**src/rtl/spi_ram_arbiter_ctrl_if.sv**
```systemverilog
// CPU-side bus of spi_ram_arbiter_ctrl: instruction-fetch port and data port.
interface spi_ram_arbiter_ctrl_if #(
  parameter int unsigned ADDR_WIDTH = 24
);
  logic [ADDR_WIDTH-1:0] if_addr;
  logic                  if_rstrb;
  logic [31:0]           if_rdata;
  logic                  if_rbusy;
  logic [ADDR_WIDTH-1:0] d_addr;
  logic [31:0]           d_wdata;
  logic [3:0]            d_wmask;
  logic                  d_rstrb;
  logic [31:0]           d_rdata;
  logic                  d_rbusy;
  logic                  d_wbusy;

  modport master (
    output if_addr, if_rstrb, d_addr, d_wdata, d_wmask, d_rstrb,
    input  if_rdata, if_rbusy, d_rdata, d_rbusy, d_wbusy
  );
  modport slave (
    input  if_addr, if_rstrb, d_addr, d_wdata, d_wmask, d_rstrb,
    output if_rdata, if_rbusy, d_rdata, d_rbusy, d_wbusy
  );
endinterface

```
**src/rtl/spi_ram_arbiter_ctrl.sv**
```systemverilog
// SPI SRAM sequencer shared by the fetch and data ports (data has priority).
// Define SPI_RAM_FASTREAD_EN to read with FAST READ 0x0B plus 8 dummy bits.
module spi_ram_arbiter_ctrl #(
  parameter int unsigned CS_IDLE_CYCLES = 2,
  parameter int unsigned ADDR_WIDTH     = 24
) (
  input  logic                         clk,
  input  logic                         reset,
  spi_ram_arbiter_ctrl_if.slave        bus,
  output logic                         spi_clk_ram,
  output logic                         spi_cs_n_ram,
  output logic                         spi_mosi_ram,
  input  logic                         spi_miso_ram
);
  localparam int unsigned AW  = ADDR_WIDTH;
  localparam int unsigned ICW = $clog2(CS_IDLE_CYCLES + 1);
`ifdef SPI_RAM_FASTREAD_EN
  localparam logic [7:0] RD_CMD   = 8'h0B;
  localparam logic       RD_DUMMY = 1'b1;
`else
  localparam logic [7:0] RD_CMD   = 8'h03;
  localparam logic       RD_DUMMY = 1'b0;
`endif

  typedef enum logic [2:0] {S_IDLE, S_CMD, S_ADDR, S_DUMMY, S_DATA, S_DONE} state_e;

  state_e          state_q, state_d;
  logic            phase_q, phase_d;
  logic [4:0]      bit_cnt_q, bit_cnt_d, data_last_q, data_last_d;
  logic [63:0]     tx_q, tx_d;
  logic [31:0]     rx_q, rx_d;
  logic [ICW-1:0]  idle_cnt_q, idle_cnt_d;
  logic            cur_data_q, cur_data_d, cur_write_q, cur_write_d;
  logic            if_pend_q, if_pend_d, if_busy_q, if_busy_d;
  logic [AW-1:0]   if_addr_q, if_addr_d;
  logic [31:0]     if_rdata_q, if_rdata_d;
  logic            d_pend_q, d_pend_d, d_rbusy_q, d_rbusy_d, d_wbusy_q, d_wbusy_d;
  logic [AW-1:0]   d_addr_q, d_addr_d;
  logic [31:0]     d_wdata_q, d_wdata_d, d_rdata_q, d_rdata_d;
  logic [3:0]      d_wmask_q, d_wmask_d;

  logic            if_take, d_wtake, d_rtake, d_take, idle_ok, found;
  logic            if_pend_eff, d_pend_eff;
  logic [AW-1:0]   if_addr_eff, d_addr_eff;
  logic [31:0]     d_wdata_eff, shifted;
  logic [3:0]      d_wmask_eff;
  logic [1:0]      lane_lo;
  logic [2:0]      nb;
  logic [5:0]      last_tmp;

  function automatic logic [23:0] pad_addr(input logic [AW-1:0] a, input logic [1:0] lo);
    logic [23:0] r;
    r = '0;
    r[AW-1:0] = a;
    r[1:0] = lo;
    return r;
  endfunction

  // Lowest RAM address travels first on the wire, so byte lanes are reversed.
  function automatic logic [31:0] swap32(input logic [31:0] w);
    return {w[7:0], w[15:8], w[23:16], w[31:24]};
  endfunction

  always_comb begin
    state_d     = state_q;
    phase_d     = phase_q;
    bit_cnt_d   = bit_cnt_q;
    data_last_d = data_last_q;
    tx_d        = tx_q;
    rx_d        = rx_q;
    idle_cnt_d  = idle_cnt_q;
    cur_data_d  = cur_data_q;
    cur_write_d = cur_write_q;
    if_pend_d   = if_pend_q;
    if_busy_d   = if_busy_q;
    if_addr_d   = if_addr_q;
    if_rdata_d  = if_rdata_q;
    d_pend_d    = d_pend_q;
    d_rbusy_d   = d_rbusy_q;
    d_wbusy_d   = d_wbusy_q;
    d_addr_d    = d_addr_q;
    d_wdata_d   = d_wdata_q;
    d_wmask_d   = d_wmask_q;
    d_rdata_d   = d_rdata_q;

    if_take = bus.if_rstrb && !if_busy_q;
    d_wtake = !d_rbusy_q && !d_wbusy_q && (bus.d_wmask != '0);
    d_rtake = !d_rbusy_q && !d_wbusy_q && bus.d_rstrb && (bus.d_wmask == '0);
    d_take  = d_wtake || d_rtake;

    // A strobe arriving while idle is served in its own cycle, so merge it here.
    if_pend_eff = if_pend_q || if_take;
    if_addr_eff = if_take ? bus.if_addr : if_addr_q;
    d_pend_eff  = d_pend_q || d_take;
    d_addr_eff  = d_take ? bus.d_addr  : d_addr_q;
    d_wdata_eff = d_take ? bus.d_wdata : d_wdata_q;
    d_wmask_eff = d_take ? bus.d_wmask : d_wmask_q;

    lane_lo = '0;
    found   = 1'b0;
    nb      = '0;
    for (int unsigned k = 0; k < 4; k++) begin
      if (d_wmask_eff[k]) begin
        nb = nb + 3'd1;
        if (!found) begin
          lane_lo = 2'(k);
          found   = 1'b1;
        end
      end
    end
    shifted  = d_wdata_eff >> {lane_lo, 3'b000};
    last_tmp = {nb, 3'b000} - 6'd1;
    idle_ok  = (32'(idle_cnt_q) + 32'd1) >= CS_IDLE_CYCLES;

    if (if_take) begin
      if_pend_d = 1'b1;
      if_busy_d = 1'b1;
      if_addr_d = bus.if_addr;
    end
    if (d_take) begin
      d_pend_d  = 1'b1;
      d_wbusy_d = d_wtake;
      d_rbusy_d = d_rtake;
      d_addr_d  = bus.d_addr;
      d_wdata_d = bus.d_wdata;
      d_wmask_d = bus.d_wmask;
    end

    case (state_q)
      S_IDLE: begin
        if (32'(idle_cnt_q) < CS_IDLE_CYCLES) idle_cnt_d = idle_cnt_q + ICW'(1);
        if (idle_ok && (d_pend_eff || if_pend_eff)) begin
          state_d     = S_CMD;
          phase_d     = 1'b0;
          bit_cnt_d   = '0;
          idle_cnt_d  = '0;
          data_last_d = 5'd31;
          if (d_pend_eff) begin
            d_pend_d    = 1'b0;
            cur_data_d  = 1'b1;
            cur_write_d = (d_wmask_eff != '0);
            if (d_wmask_eff != '0) begin
              tx_d        = {8'h02, pad_addr(d_addr_eff, lane_lo), swap32(shifted)};
              data_last_d = last_tmp[4:0];
            end else begin
              tx_d = {RD_CMD, pad_addr(d_addr_eff, 2'b00), 32'h0};
            end
          end else begin
            if_pend_d   = 1'b0;
            cur_data_d  = 1'b0;
            cur_write_d = 1'b0;
            tx_d        = {RD_CMD, pad_addr(if_addr_eff, 2'b00), 32'h0};
          end
        end
      end
      S_CMD, S_ADDR, S_DUMMY, S_DATA: begin
        phase_d = !phase_q;
        if (phase_q) begin
          if (state_q != S_DUMMY) tx_d = {tx_q[62:0], 1'b0};
          if (state_q == S_DATA)  rx_d = {rx_q[30:0], spi_miso_ram};
          bit_cnt_d = bit_cnt_q + 5'd1;
          case (state_q)
            S_CMD: if (bit_cnt_q == 5'd7) begin
              bit_cnt_d = '0;
              state_d   = S_ADDR;
            end
            S_ADDR: if (bit_cnt_q == 5'd23) begin
              bit_cnt_d = '0;
              state_d   = (RD_DUMMY && !cur_write_q) ? S_DUMMY : S_DATA;
            end
            S_DUMMY: if (bit_cnt_q == 5'd7) begin
              bit_cnt_d = '0;
              state_d   = S_DATA;
            end
            default: if (bit_cnt_q == data_last_q) begin
              bit_cnt_d = '0;
              state_d   = S_DONE;
            end
          endcase
        end
      end
      default: begin
        state_d    = S_IDLE;
        idle_cnt_d = ICW'(1);
        if (cur_data_q) begin
          if (cur_write_q) begin
            d_wbusy_d = 1'b0;
          end else begin
            d_rbusy_d = 1'b0;
            d_rdata_d = swap32(rx_q);
          end
        end else begin
          if_busy_d  = 1'b0;
          if_rdata_d = swap32(rx_q);
        end
      end
    endcase
  end

  always_ff @(posedge clk) begin
    if (reset) begin
      state_q     <= S_IDLE;
      phase_q     <= 1'b0;
      bit_cnt_q   <= '0;
      data_last_q <= '0;
      tx_q        <= '0;
      rx_q        <= '0;
      idle_cnt_q  <= ICW'(CS_IDLE_CYCLES);
      cur_data_q  <= 1'b0;
      cur_write_q <= 1'b0;
      if_pend_q   <= 1'b0;
      if_busy_q   <= 1'b0;
      if_addr_q   <= '0;
      if_rdata_q  <= '0;
      d_pend_q    <= 1'b0;
      d_rbusy_q   <= 1'b0;
      d_wbusy_q   <= 1'b0;
      d_addr_q    <= '0;
      d_wdata_q   <= '0;
      d_wmask_q   <= '0;
      d_rdata_q   <= '0;
    end else begin
      state_q     <= state_d;
      phase_q     <= phase_d;
      bit_cnt_q   <= bit_cnt_d;
      data_last_q <= data_last_d;
      tx_q        <= tx_d;
      rx_q        <= rx_d;
      idle_cnt_q  <= idle_cnt_d;
      cur_data_q  <= cur_data_d;
      cur_write_q <= cur_write_d;
      if_pend_q   <= if_pend_d;
      if_busy_q   <= if_busy_d;
      if_addr_q   <= if_addr_d;
      if_rdata_q  <= if_rdata_d;
      d_pend_q    <= d_pend_d;
      d_rbusy_q   <= d_rbusy_d;
      d_wbusy_q   <= d_wbusy_d;
      d_addr_q    <= d_addr_d;
      d_wdata_q   <= d_wdata_d;
      d_wmask_q   <= d_wmask_d;
      d_rdata_q   <= d_rdata_d;
    end
  end

  always_comb begin
    spi_cs_n_ram = !(state_q inside {S_CMD, S_ADDR, S_DUMMY, S_DATA});
    spi_clk_ram  = !spi_cs_n_ram && phase_q;
    spi_mosi_ram = !spi_cs_n_ram && (state_q != S_DUMMY) && tx_q[63];
  end

  assign bus.if_rdata = if_rdata_q;
  assign bus.if_rbusy = if_busy_q;
  assign bus.d_rdata  = d_rdata_q;
  assign bus.d_rbusy  = d_rbusy_q;
  assign bus.d_wbusy  = d_wbusy_q;
endmodule

```
**src/flat_wrapper.sv**
```systemverilog
// flat-port wrapper written by rule: the top's interface ports become plain ports
module spi_ram_arbiter_ctrl_flat 
#(
  parameter int unsigned CS_IDLE_CYCLES = 2,
  parameter int unsigned ADDR_WIDTH     = 24
)
  (clk, reset, spi_clk_ram, spi_cs_n_ram, spi_mosi_ram, spi_miso_ram, bus_if_addr, bus_if_rstrb, bus_d_addr, bus_d_wdata, bus_d_wmask, bus_d_rstrb, bus_if_rdata, bus_if_rbusy, bus_d_rdata, bus_d_rbusy, bus_d_wbusy);
  spi_ram_arbiter_ctrl_if #(.ADDR_WIDTH(ADDR_WIDTH)) bus_i ();
  input  logic clk;
  input  logic reset;
  output logic spi_clk_ram;
  output logic spi_cs_n_ram;
  output logic spi_mosi_ram;
  input  logic spi_miso_ram;
  input wire logic [$bits(bus_i.if_addr)-1:0] bus_if_addr;
  input wire logic [$bits(bus_i.if_rstrb)-1:0] bus_if_rstrb;
  input wire logic [$bits(bus_i.d_addr)-1:0] bus_d_addr;
  input wire logic [$bits(bus_i.d_wdata)-1:0] bus_d_wdata;
  input wire logic [$bits(bus_i.d_wmask)-1:0] bus_d_wmask;
  input wire logic [$bits(bus_i.d_rstrb)-1:0] bus_d_rstrb;
  output wire logic [$bits(bus_i.if_rdata)-1:0] bus_if_rdata;
  output wire logic [$bits(bus_i.if_rbusy)-1:0] bus_if_rbusy;
  output wire logic [$bits(bus_i.d_rdata)-1:0] bus_d_rdata;
  output wire logic [$bits(bus_i.d_rbusy)-1:0] bus_d_rbusy;
  output wire logic [$bits(bus_i.d_wbusy)-1:0] bus_d_wbusy;
  assign bus_i.if_addr = bus_if_addr;
  assign bus_i.if_rstrb = bus_if_rstrb;
  assign bus_i.d_addr = bus_d_addr;
  assign bus_i.d_wdata = bus_d_wdata;
  assign bus_i.d_wmask = bus_d_wmask;
  assign bus_i.d_rstrb = bus_d_rstrb;
  assign bus_if_rdata = bus_i.if_rdata;
  assign bus_if_rbusy = bus_i.if_rbusy;
  assign bus_d_rdata = bus_i.d_rdata;
  assign bus_d_rbusy = bus_i.d_rbusy;
  assign bus_d_wbusy = bus_i.d_wbusy;
  spi_ram_arbiter_ctrl #(.CS_IDLE_CYCLES(CS_IDLE_CYCLES), .ADDR_WIDTH(ADDR_WIDTH)) u_core (.clk(clk), .reset(reset), .bus(bus_i), .spi_clk_ram(spi_clk_ram), .spi_cs_n_ram(spi_cs_n_ram), .spi_mosi_ram(spi_mosi_ram), .spi_miso_ram(spi_miso_ram));
endmodule
```
**config.mk**
```make
export PLATFORM = sky130hd
export DESIGN_NAME = spi_ram_arbiter_ctrl_flat
export DESIGN_NICKNAME = d
export VERILOG_FILES = /design/src/rtl/spi_ram_arbiter_ctrl_if.sv /design/src/rtl/spi_ram_arbiter_ctrl.sv /design/src/flat_wrapper.sv
export SDC_FILE = /design/constraint.sdc
export NUM_CORES = 1
export LEC_CHECK = 0
export CORE_ASPECT_RATIO = 0.8
export CORE_UTILIZATION = 55
export DETAILED_ROUTE_END_ITERATION = 16
export PLACE_DENSITY = 0.78
export SYNTH_ARGS = -nofsm -noshare
export SYNTH_HDL_FRONTEND = slang
export SYNTH_SLANG_ARGS = --single-unit
```
**constraint.sdc**
```tcl
create_clock -name clk -period 5.4 [get_ports clk]
set_clock_uncertainty 0.1 [all_clocks]
set_input_delay 0.81 -clock clk [delete_from_list [all_inputs] [get_ports clk]]
set_output_delay 0.81 -clock clk [all_outputs]
set_load 0.005 [all_outputs]
```
==> insert_results.sql, run 1 <==
INSERT INTO impl_metrics (metric_group, metric, value, unit) VALUES
('cts', 'clockBufferDepth', '3', ''),
('grt', 'grt_start_max_net_pins', '145', ''),
('floorplanning', 'die_y', '129.9', 'microns'),
('detailed_routing', 'vias', '10170', ''),
('grt', 'grt_antenna_before_repair', '0', ''),
('cts', 'cts_tree', 'built', ''),
('cts', 'worst_setup_hold_path_clk_slew', '0.06', 'ns'),
('detailed_routing', 'detail_route.first_pass.iterations', '5', ''),
('synth', 'yosys_warnings', '0', ''),
('sta', 'min_period_over_period', '81.11', '%'),
('setup_path', 'worstPathCellList', 'clkdlybuf4s50_1 -> nor3_4 -> a21o_1 -> mux2i_1 -> ha_1 -> and2_1 -> o311ai_0 -> a21oi_1 -> and2_1 -> mux2_2 -> o211ai_1 -> a311oi_1', ''),
('grt', 'grt_util_all_layers', '26.64', '%'),
('finish', 'multiInputGateArea', '5558', 'sq um'),
('detailed_routing', 'number_of_routed_nets_with_antenna_violations', '0', ''),
('grt', 'grt.met2_usage', '42.31', '%'),
('setup_path', 'element_type_at_the_critical_path_start', 'primary input', ''),
('cts', 'clk_root_buffer_cell', 'sky130_fd_sc_hd__clkbuf_16', ''),
('setup_path', 'worst_path_max_delay_cell', 'sky130_fd_sc_hd__clkdlybuf4s50_1', ''),
('synth', 'synth-simple-area-share', '20.67', '%'),
('cts', 'clk-insertion-delay-late', '0.53', 'ns'),
('finish', 'antenna_cells_inserted', '0', ''),
('synth', 'ys_async_sr_fraction', '0', '%'),
('synth', 'yosys_most_used_dff', 'sky130_fd_sc_hd__dfxtp_1', ''),
('cts', 'cts_htree_levels', '1', ''),
('detailed_routing', 'wl_per_cell', '16.06', 'microns'),
('synth', 'synth-adder-area-share', '0.4448', '%'),
('grt', 'grt_pass1_wl', '46.22', 'mm'),
('floorplanning', 'boundaryPins', '159', ''),
('status', 'outcome', 'finished, final reports clean', ''),
('grt', 'number_of_global_route_vias_before_repair', '9150', ''),
('synth', 'sequential_area_share_after_synthesis', '46.44', '%'),
('cts', 'postCtsResizedCells', '0', ''),
('finish', 'post_route_cells_drive_above_1_share', '5.792', '%'),
('setup_path', 'worstRegToRegCells', '11', ''),
('setup_path', 'worst_path_dominant_cell_family', 'compound AO/OA/AOI/OAI gates', ''),
('sta', 'totalNegativeSetupSlack', '0', 'ns'),
('min_path', 'hold_class', 'reg -> reg', ''),
('grt', 'met1_usage', '38.14', '%'),
('detailed_routing', 'drc', '0', ''),
('setup_path', 'r2r-end', 'u_core.tx_q[31]', ''),
('finish', 'filler_cell_count', '1684', ''),
('power', 'power.density', '441.7', 'nW/um^2'),
('sta', 'setup_repair_after_global_routing_missed_its_margin', 'no', ''),
('floorplanning', 'fp.dieArea', '21040', 'sq um'),
('cts', 'ctsHoldBuffers', '0', ''),
('min_path', 'hold_end', 'u_core.tx_q[46]', ''),
('sta', 'finalHoldViolations', '0', ''),
('synth', 'mappedNetlistArea', '11250', 'sq um'),
('placed_design', 'detailed_place_hpwl', '18.03', 'mm'),
('synth', 'area_fraction_in_compound_gates_after_synthesis', '19.85', '%'),
('grt', 'grt_overflow', '0', ''),
('grt', 'globalRoute.busiestLayer', 'met2', ''),
('sta', 'max_freq', '228.3', 'MHz'),
('detailed_routing', 'wl', '28.37', 'mm'),
('placed_design', 'placement.io_buffers', '154', ''),
('setup_path', 'critical_path_required', '5.69', 'ns'),
('floorplanning', 'die-width', '161.9', 'microns'),
('synth', 'post_synth_num_cell_types', '65', ''),
('setup_path', 'crit_path_end_kind', 'flip-flop', ''),
('run', 'drv_cap', '0', ''),
('setup_path', 'crit_type', 'in -> reg', ''),
('finish', 'area.sequential', '5225', 'sq um'),
('power', 'vdd_ir_drop_max', '0.2745', 'mV'),
('floorplanning', 'floorplan.initialDensity', '56.50', '%'),
('synth', 'synthXorXnorAreaFrac', '0.7006', '%'),
('detailed_routing', 'routed_via_density', '5.760', ''),
('cts', 'cts-buffers-inserted', '26', ''),
('setup_path', 'cpPeakStageDelay', '0.58', 'ns'),
('power', 'p_total', '6.046', 'mW'),
('floorplanning', 'core_area', '19910', 'sq um'),
('cts', 'clk_sinks', '261', '');
==> synthesized netlist by cell type, drive strengths merged, types with 2 or more instances <==
library cell,instances,area [sq um]
a31oi,6,37.54
xor2,4,35.03
inv,12,45.04
nand3b,3,22.52
nand2b,3,18.77
or4b,3,33.78
dfxtp,261,5225
a211o,2,17.52
o2111ai,4,35.03
nor3b,7,57.55
nor3,27,146.4
a211oi,20,160.2
nor4,8,50.05
nand2,348,1309
or2,4,25.02
nand3,15,75.07
mux2i,58,580.6
clkbuf,76,285.3
a21boi,3,22.52
o211ai,54,405.4
o21ai,29,145.1
buf,34,178.9
mux4,7,157.7
nand4b,2,17.52
a22oi,3,22.52
ha,4,50.05
a21o,3,22.52
a311oi,4,35.03
and3,3,18.77
and2,10,65.06
nor2b,4,25.02
xnor2,5,43.79
a221oi,15,131.4
a21oi,218,1095
mux2,8,90.09
nor2,115,431.7
==> placed cells by master, fill, tap and decap left out, drive strengths merged, types with 16 or more instances in the layout <==
cell | netlist | routed
a21oi | 218 | 218
o21ai | 29 | 29
a211oi | 20 | 20
mux2i | 58 | 58
nor2 | 115 | 115
nand2 | 348 | 348
buf | 34 | 16
clkdlybuf4s50 | 0 | 153
o211ai | 54 | 54
nor3 | 27 | 27
dfxtp | 261 | 261
clkbuf | 76 | 38
==> through the flow <==
step	area (sq um)	util (%)	cells	setup slack, ns	hold WS [ns]
CTS	13690	68.73	1766	1.109	0.3527
finish	13690	68.73	1766	1.020	0.3500
global placement	12840	64.47	1721	0.6280	0.3370
detailed placement	12840	64.47	1721	0.5471	0.3446
floorplan	11250	-	1398	0.8946	0.3273
global route	13690	68.73	1766	0.6888	0.3663
==> kinds of logic after synthesis <==
kind of cell    Yosys count
fa+ha+maj                 4
buf+inv                 122
compound gates          373
mux                      73
xor+xnor                  9
flops                   261
simple gates            556
==> tightest hold or removal path: cells and delay by family (launching register included) <==
family | cells | cell delay, ns
and+or+nand+nor | 1 | 0.05
DFF | 1 | 0.30
AOI/OAI and AO/OA | 1 | 0.05
==> flip-flops by register name, indices dropped and copies added (netlist names), 2 cells and up <==
register	cells
u_core.tx_q	64
u_core.bus.d_rdata	32
u_core.bus.if_rdata	32
u_core.d_wdata_q	32
u_core.rx_q	32
u_core.d_addr_q	22
u_core.if_addr_q	22
u_core.bit_cnt_q	5
u_core.d_wmask_q	4
u_core.data_last_q	3
u_core.state_q	3
u_core.idle_cnt_q	2
==> where the power goes <==
part	switching, mW	total, mW	internal (mW)
combinational	1.17	1.85	0.681
sequential	0.188	2.42	2.23
clock	0.737	1.78	1.04
total	2.10	6.05	3.95
==> worst max path at each step <==
stage          slack, ns               to
6_report            1.02  u_core.tx_q[31]
5_1_grt             0.69  u_core.tx_q[31]
4_1_cts             1.11  u_core.tx_q[31]
3_5_place_dp        0.55  u_core.tx_q[31]
3_3_place_gp        0.63  u_core.tx_q[31]
2_1_floorplan       0.89  u_core.tx_q[27]
==> metal layers <==
layer / vias to the layer above / wire [microns] / part of all wire [%]
met5: - / 0 / 0
met4: 0 / 462 / 1.6
met3: 36 / 1787 / 6.3
met2: 334 / 12850 / 45
met1: 4795 / 13270 / 47
li1: 5008 / - / -
==> layout make-up <==
class,instances,share of cell area (%)
multi-input combinational,1015,40.61
sequential,261,38.18
timing repair buffer,169,12.28
clock buffer,38,5.375
tap,264,2.413
clock inverter,7,0.8227
inverter,12,0.3291
(Power assumes the default switching activity.)
==> run 2, diff against run 1 <==
--- a/config.mk
+++ b/config.mk
@@ -6,9 +6,9 @@
 export NUM_CORES = 1
 export LEC_CHECK = 0
 export CORE_ASPECT_RATIO = 0.8
-export CORE_UTILIZATION = 55
+export CORE_UTILIZATION = 49
 export DETAILED_ROUTE_END_ITERATION = 16
-export PLACE_DENSITY = 0.78
+export PLACE_DENSITY = 0.74
 export SYNTH_ARGS = -nofsm -noshare
 export SYNTH_HDL_FRONTEND = slang
 export SYNTH_SLANG_ARGS = --single-unit
==> constraint.sdc (replaced) <==
create_clock -name clk -period 3.6 [get_ports clk]
set_clock_uncertainty 0.1 [all_clocks]
set_input_delay 0.54 -clock clk [delete_from_list [all_inputs] [get_ports clk]]
set_output_delay 0.54 -clock clk [all_outputs]
set_load 0.005 [all_outputs]
==> insert_results.sql, run 2 (synthesis gave the netlist of run 1 again) <==
INSERT INTO impl_metrics (metric_group, metric, value, unit) VALUES
('grt', 'grt_overflow', '0', ''),
('floorplanning', 'core_area', '22500', 'sq um'),
('detailed_routing', 'drc_violation_total_after_the_first_tritonroute_iteration', '842', ''),
('sta', 'finalSetupViolations', '0', ''),
('placed_design', 'placed_cells_incl_taps', '1803', ''),
('detailed_routing', 'wl', '29.18', 'mm'),
('cts', 'ctsHoldBuffers', '0', ''),
('power', 'power_frac_clock', '30.2', '%'),
('setup_path', 'startpoint', 'bus_d_wmask[0]', ''),
('power', 'p_total', '9.542', 'mW'),
('run', 'drv_cap', '0', ''),
('min_path', 'min-delay-start', 'u_core.tx_q[60]', ''),
('grt', 'grt_start_max_net_pins', '112', ''),
('cts', 'clk-insertion-delay-late', '0.53', 'ns'),
('sta', 'fin_crit', '3.268', 'ns'),
('power', 'power.density', '671.6', 'nW/um^2'),
('finish', 'largest-register', 'u_core.tx_q', ''),
('floorplanning', 'die-width', '171.4', 'microns'),
('cts', 'cts_htree_levels', '1', ''),
('power', 'switching_component_of_the_power', '3.221', 'mW'),
('finish', 'antenna_cells_inserted', '0', ''),
('power', 'switching_share', '33.75', '%'),
('setup_path', 'worstPathCellList', 'clkdlybuf4s50_1 -> nor3_4 -> a21o_1 -> mux2i_2 -> ha_1 -> and2_1 -> o311ai_0 -> a21oi_1 -> buf_4 -> nand4_1 -> o2111ai_1 -> o21ai_1 -> a311oi_1', ''),
('sta', 'setup_repair_after_global_routing_missed_its_margin', 'no', ''),
('setup_path', 'r2r-start', 'u_core.bus.d_wbusy', ''),
('cts', 'clockBufferDepth', '3', ''),
('setup_path', 'critical_path_required', '3.93', 'ns'),
('grt', 'number_of_global_route_vias_before_repair', '9547', ''),
('setup_path', 'critical_path.n_buffers_inverters', '2', ''),
('grt', 'grt_antenna_before_repair', '0', ''),
('setup_path', 'crit_type', 'in -> reg', ''),
('floorplanning', 'boundaryPins', '159', ''),
('placed_design', 'placement.setup.worst_slack', '-0.1756', 'ns'),
('placed_design', 'globalplace.congestion', '0.9230', ''),
('finish', 'filler_cell_count', '1931', ''),
('sta', 'max_freq', '306.0', 'MHz'),
('setup_path', 'logic_depth_of_the_worst_path_buffers_included', '13', ''),
('cts', 'post_cts.repair.setup_buffers', '0', ''),
('detailed_routing', 'drc', '0', ''),
('finish', 'post_route_cells_drive_above_1_share', '8.749', '%'),
('placed_design', 'placement.io_buffers', '154', ''),
('status', 'outcome', 'finished, final reports clean', ''),
('setup_path', 'path_max_fanout', '6', ''),
('finish', 'flow.area_growth_from_synthesis', '26.29', '%'),
('detailed_routing', 'wl_per_cell', '15.78', 'microns'),
('power', 'p_leak', '5.135', 'nW'),
('floorplanning', 'std_cell_rows', '49', ''),
('cts', 'clk_sinks', '261', ''),
('min_path', 'hold_class', 'reg -> reg', ''),
('cts', 'cts-buffers-inserted', '26', ''),
('finish', 'post-route-util', '63.15', '%'),
('detailed_routing', 'vias', '10320', ''),
('detailed_routing', 'number_of_routed_nets_with_antenna_violations', '0', ''),
('cts', 'cts_tree', 'built', ''),
('min_path', 'min_path_cells', '2', ''),
('power', 'power.share.combinational', '31.9', '%'),
('placed_design', 'detailed_place_hpwl', '19.04', 'mm'),
('power', 'power_frac_seq', '37.9', '%'),
('setup_path', 'worstRegToRegCells', '12', ''),
('setup_path', 'crit_path_end_kind', 'flip-flop', ''),
('detailed_routing', 'detail_route.first_pass.iterations', '7', ''),
('cts', 'postCtsResizedCells', '0', ''),
('sta', 'finalMaxSlewViolations', '0', ''),
('cts', 'clk_root_buffer_cell', 'sky130_fd_sc_hd__clkbuf_16', ''),
('power', 'vdd_ir_drop_max', '0.3956', 'mV'),
('cts', 'worst_setup_hold_path_clk_slew', '0.06', 'ns'),
('setup_path', 'worst_path_max_delay_cell', 'sky130_fd_sc_hd__clkdlybuf4s50_1', ''),
('finish', 'highest_count_cells_in_the_layout_ignoring_fill_and_taps', 'sky130_fd_sc_hd__nand2_1 (346), sky130_fd_sc_hd__dfxtp_1 (261), sky130_fd_sc_hd__a21oi_1 (217), sky130_fd_sc_hd__clkdlybuf4s50_1 (153), sky130_fd_sc_hd__nor2_1 (113)', ''),
('grt', 'grt_util_all_layers', '24.71', '%'),
('floorplanning', 'floorplan.initialDensity', '50.00', '%'),
('finish', 'layout_commonest_cell', 'sky130_fd_sc_hd__nand2_1', ''),
('setup_path', 'element_type_at_the_critical_path_start', 'primary input', ''),
('sta', 'slew_headroom', '50.26', '%'),
('finish', 'final_cell_count_no_fill', '1849', ''),
('setup_path', 'worst_path_dominant_cell_family', 'compound AO/OA/AOI/OAI gates', ''),
('sta', 'min_period_over_period', '90.78', '%'),
('floorplanning', 'fp.dieArea', '23570', 'sq um'),
('setup_path', 'cpPeakStageDelay', '0.47', 'ns'),
('finish', 'largest_register_ffs', '64', ''),
('detailed_routing', 'routed_via_density', '5.580', ''),
('sta', 'finalHoldViolations', '0', ''),
('sta', 'final_critical_path_setup_slack', '0.3320', 'ns'),
('finish', 'nets', '1618', ''),
('grt', 'grt_pass1_wl', '47.72', 'mm'),
('power', 'power_report.internal_total', '6.321', 'mW'),
('setup_path', 'worstPathArrival', '3.60', 'ns'),
('floorplanning', 'die_y', '137.5', 'microns'),
('sta', 'tightest_slew', '0.7460', 'ns'),
('sta', 'totalNegativeSetupSlack', '0', 'ns');
-- run 2: cell types whose count changed in the layout (fill, tap and decap cells not counted), sizes merged --
| cell | change |
|---|---|
| buf | +40 |
| clkbuf | -4 |
| bufinv | +3 |
| clkinv | +2 |
-- run 2: stage by stage --
stage          instance area [sq um]  hold WS, ns
2_1_floorplan                  11290       0.3273
4_1_cts                        14210       0.3543
3_3_place_gp                   13300       0.3389
5_1_grt                        14210       0.3693
3_5_place_dp                   13300       0.3463
6_report                       14210       0.3504
-- run 2: power groups by stage --
| stage | clock [mW] | combinational [mW] | sequential, mW |
|---|---|---|---|
| 6_report | 2.88 | 3.04 | 3.62 |
| 5_1_grt | 3.07 | 3.39 | 3.67 |
| 4_1_cts | 2.93 | 3.03 | 3.61 |
| 3_5_place_dp | 0 | 3.01 | 3.67 |
| 3_3_place_gp | 0 | 2.94 | 3.65 |
| 2_1_floorplan | 0 | 2.14 | 3.58 |
-- run 2: final timing paths --
| path | endpoint | slack (ns) |
|---|---|---|
| setup / recovery | u_core.tx_q[16] | 0.33 |
| hold reg to reg | u_core.tx_q[60] | 0.35 |
| setup reg to reg | u_core.tx_q[16] | 0.47 |
| hold / removal | u_core.tx_q[60] | 0.35 |
-- run 2: worst min-delay path: stages (launching register included) --
cell and delay (ns):
sky130_fd_sc_hd__dfxtp_1 0.31, sky130_fd_sc_hd__nand2_1 0.05, sky130_fd_sc_hd__a21oi_1 0.05
-- run 2: area by class of cell --
cell class	count	area, sq um	share of cell area, %
Multi-Input combinational cell	1015	5578	39.26
Sequential cell	261	5225	36.77
Tap cell	306	382.9	2.695
Inverter	12	45.04	0.3170
Timing Repair Buffer	209	2068	14.56
Clock buffer	34	710.7	5.002
Clock inverter	12	198.9	1.400
-- run 2: metal layers --
layer / vias to the layer above / global-route usage, % / share of wire, %
li1: 5108 / - / -
met1: 4885 / 35.90 / 48
met2: 290 / 38.60 / 45
met3: 34 / 3.878 / 6.2
met4: 0 / 5.159 / 1.2
met5: - / 0 / 0
